--- src/rtl/ball_mover.sv ---
// Ball position register for the 8x8 pong field: serves, steps one cell per TICK_DIV cycles, freezes on game over.
// Latency: position, step_pulse and flags are registered; endgame->game_over and start->running take one cycle.
// No backpressure; optional BALL_MOVER_PAUSE_EN adds a pause input that holds the tick counter in RUN.
module ball_mover #(
    parameter int unsigned TICK_DIV = 25_000_000,
    parameter int unsigned X_INIT   = 3,
    parameter int unsigned Y_INIT   = 1
) (
    input  logic       clk,
    input  logic       reset,
    input  logic       start,
    input  logic       dir_x,
    input  logic       dir_y,
    input  logic       endgame,
`ifdef BALL_MOVER_PAUSE_EN
    input  logic       pause,
`endif
    output logic [2:0] x_pos,
    output logic [2:0] y_pos,
    output logic       running,
    output logic       step_pulse,
    output logic       game_over
);

    localparam int CNT_W = (TICK_DIV > 1) ? $clog2(TICK_DIV) : 1;
    localparam logic [CNT_W-1:0] CNT_LAST = CNT_W'(TICK_DIV - 1);
    localparam logic [2:0] X_RST = X_INIT[2:0];
    localparam logic [2:0] Y_RST = Y_INIT[2:0];

    localparam logic [1:0] ST_IDLE = 2'd0;
    localparam logic [1:0] ST_RUN  = 2'd1;
    localparam logic [1:0] ST_OVER = 2'd2;

    logic [1:0]       state;
    logic [CNT_W-1:0] tick_cnt;
    logic             hold;

`ifdef BALL_MOVER_PAUSE_EN
    assign hold = pause;
`else
    assign hold = 1'b0;
`endif

    // Saturating one-cell move: the walls are handled by the calculator, never by wrapping.
    function automatic logic [2:0] step_axis(input logic [2:0] p, input logic dec);
        if (dec)
            return (p == 3'd0) ? 3'd0 : p - 3'd1;
        else
            return (p == 3'd7) ? 3'd7 : p + 3'd1;
    endfunction

    always_ff @(posedge clk) begin
        if (reset) begin
            state      <= ST_IDLE;
            tick_cnt   <= '0;
            x_pos      <= X_RST;
            y_pos      <= Y_RST;
            step_pulse <= 1'b0;
        end else begin
            step_pulse <= 1'b0;
            case (state)
                ST_IDLE: begin
                    tick_cnt <= '0;
                    x_pos    <= X_RST;
                    y_pos    <= Y_RST;
                    if (start)
                        state <= ST_RUN;
                end
                ST_RUN: begin
                    // endgame beats a coincident terminal count: the miss freezes the last position
                    if (endgame) begin
                        state    <= ST_OVER;
                        tick_cnt <= '0;
                    end else if (!hold) begin
                        if (tick_cnt == CNT_LAST) begin
                            tick_cnt   <= '0;
                            x_pos      <= step_axis(x_pos, dir_x);
                            y_pos      <= step_axis(y_pos, dir_y);
                            step_pulse <= 1'b1;
                        end else begin
                            tick_cnt <= tick_cnt + 1'b1;
                        end
                    end
                end
                ST_OVER: begin
                    if (start) begin
                        state    <= ST_RUN;
                        tick_cnt <= '0;
                        x_pos    <= X_RST;
                        y_pos    <= Y_RST;
                    end
                end
                default: begin
                    state    <= ST_IDLE;
                    tick_cnt <= '0;
                end
            endcase
        end
    end

    assign running   = (state == ST_RUN);
    assign game_over = (state == ST_OVER);

endmodule

--- config.mk ---
export PLATFORM = sky130hd
export DESIGN_NAME = ball_mover
export DESIGN_NICKNAME = d
export VERILOG_FILES = /design/src/rtl/ball_mover.sv
export SDC_FILE = /design/constraint.sdc
export NUM_CORES = 1
export LEC_CHECK = 0
export ABC_AREA = 1
export BUFFER_PORTS_ARGS = -buffer_cell sky130_fd_sc_hd__buf_2
export CORE_MARGIN = 2
export CORE_UTILIZATION = 35
export DETAILED_ROUTE_END_ITERATION = 8
export SLEW_MARGIN = 15
export SYNTH_ARGS = -nofsm -noshare
export SYNTH_HDL_FRONTEND = slang
export SYNTH_SLANG_ARGS = --single-unit
--- constraint.sdc ---
create_clock -name clk -period 3.6 [get_ports clk]
set_input_delay 0.18 -clock clk [delete_from_list [all_inputs] [get_ports clk]]
set_output_delay 0.18 -clock clk [all_outputs]
set_load 0.01 [all_outputs]
==> metrics.cfg <==
[routing]
wl_per_cell_um = 11.6
dr.pass1.iters = 4
drt_wl_total_um = 4490
vias_per_cell = 4.82
route.detailed.drc = 0
routed-via-count = 1869
drt-initial-drc-count = 103
antenna_left = 0

[setup_path]
critPathCaptureType = register
cp.arrival_ps = 1890
crit_path_max_fanout = 23
critPathLaunchType = register
worstSetupPathType = register to register
required_ps = 3770
reg2reg_depth = 10

[logic_synthesis]
avgSynthCellArea_um2 = 6.84
netlist_instances = 299
synth_common_cells = nand2_1 (61), nor2_1 (49), inv_1 (37), dfxtp_1 (34), nand3_1 (27)
synth_area_leader_cell = dfxtp_1
syn_area_um2 = 2050
ys.flop_type = dfxtp_1
ys_seq_area_frac = 0.333
synthDistinctLibCells = 36
synth_edf_count = 0
ys_async_sr_fraction = 0
yosys.area.top_type_share = 0.333
ys_ff_latch = 34
synth_fp_nets = 312
yosys_warnings = 0
yosysMostFrequentCell = nand2_1
synth_area_leaders = dfxtp_1 (33%), nand2_1 (11%), nor2_1 (9.0%)

[timing]
fin_tns_setup_ps = 0
clock-skew-final_ps = 4.69
period_share = 0.477
worst_pin_slew_ps = 398
hold_viol_final = 0
rsz0062_at_grt = false
maxSlewHeadroom = 0.732
period_minus_slack_ps = 1720
final-max-slew-violation-count = 0
max_freq_mhz = 582
whs_ps = 86.8
finalSetupViolations = 0

[final_layout]
final_cells = 388
nNetsFinal = 329
diodes = 0
area_delta_synth_final_pct = 9.72
drive_gt1_frac = 0.139
utilization = 0.403

[clock_network]
cts_buffers = 5
hold_buffers = 0
clockBufferDepth = 2
cts_sinks = 34
cts_resized = 0
cts.root.buffer_cell = clkbuf_8
cts_tree = done
post_cts_buffers = 0
cts-htree-levels = 2
clk_latency_ps = 290
clk_pin_slew_worst_paths_ps = 60

[grt]
grt_pass1_vias = 1717
grt-ovfl-total = 0
grt.total_usage = 0.156
antenna_found_initial = 0
grt_first_pass_wirelength_um = 7810
grt_start_max_net_pins = 24

[die]
core-area_um2 = 5570
io_pins = 15
die_h_um = 80.5
initial_utilization = 0.367
die_width_um = 80.5
dieArea_um2 = 6470
num_rows = 27

[placed_design]
dpl.cell_count = 381
numPortBuffers = 14
dpl.hpwl_um = 3390
gp_congestion = 0.813

[pwr]
pwr_density_cell_nw_per_um2 = 337
p_total_uw = 756
peakVddDrop_v = 0.000191
leakagePower_nw = 0.880

[hold_path]
hold_class = input pin to register
holdPathStages = 2

[outcome]
status = completed

[flow_run]
maxCapViolations = 0

worst paths after layout:
| check | startpoint | end | slack (ps) |
|---|---|---|---|
| max | tick_cnt[0] | tick_cnt[14] | 1880 |
| min reg2reg | tick_cnt[0] | tick_cnt[0] | 500 |
| max reg2reg | tick_cnt[0] | tick_cnt[14] | 1880 |
| min | reset | state[1] | 90 |
placed cells by master, fill, tap and decap left out, types with 5 or more instances in the layout:
cell type,n
nor3_1,8
ha_1,7
a21oi_1,8
nand2_1,61
nor2_1,49
nand3_1,27
clkbuf_8,5
dfxtp_1,34
nand4_1,5
inv_1,37
buf_2,14
xor2_1,8
nand2_2,8
o21ai_0,8
o211ai_1,5
state kept, by name, indices dropped and copies added (netlist names):
register    cells
x_pos           3
y_pos           3
step_pulse      1
tick_cnt       25
state           2
worst max-delay path: stages (launching register included):
cell     delay (ps)
dfxtp_1         360
ha_1            220
nand2_2          80
nor2_4          150
nand2_2          80
nor2_1          150
nand2_1          70
nand2_1          70
nand2_2          80
nand2_4         250
nor2_1           80
kinds of logic (layout without fill, tap and decap cells):
| group | after synthesis | after routing | share of synthesized area |
|---|---|---|---|
| multiplexers | 1 | 1 | 0.00489 |
| buffers and inverters | 44 | 61 | 0.0917 |
| AO/OA/AOI/OAI | 30 | 30 | 0.0936 |
| AND/OR/NAND/NOR | 173 | 173 | 0.391 |
| XOR/XNOR | 10 | 10 | 0.0428 |
| flip-flops | 34 | 34 | 0.333 |
| adder cells (fa/ha/maj) | 7 | 7 | 0.0428 |
through the flow:
stage / area, µm² / setup slack [ps]
finish: 2240 / 1880
global route: 2240 / 1690
CTS: 2240 / 1870
detailed placement: 2170 / 1870
global placement: 2170 / 1950
floorplan: 2050 / 2110
layout make-up:
cell class / count / area (µm²)
fillers: 601 / 3330
multi-input cells: 221 / 1180
flip-flops and latches: 34 / 681
inverters: 40 / 150
well taps: 72 / 90.1
clock buffers: 7 / 76.3
repair buffers: 14 / 70.1
power by group:
| part | internal [mW] | switching, mW | leakage, nW |
|---|---|---|---|
| Clock | 0.133 | 0.131 | 0.0383 |
| Combinational | 0.0359 | 0.0593 | 0.566 |
| Sequential | 0.386 | 0.0111 | 0.275 |
| Total | 0.555 | 0.201 | 0.880 |
layer usage:
layer	vias up	track usage	share of wire
li1	1002	-	-
met1	820	0.206	0.51
met2	38	0.247	0.44
met3	9	0.0348	0.040
met4	0	0.0576	0.017
met5	-	0	0
(Power assumes the default switching activity.)
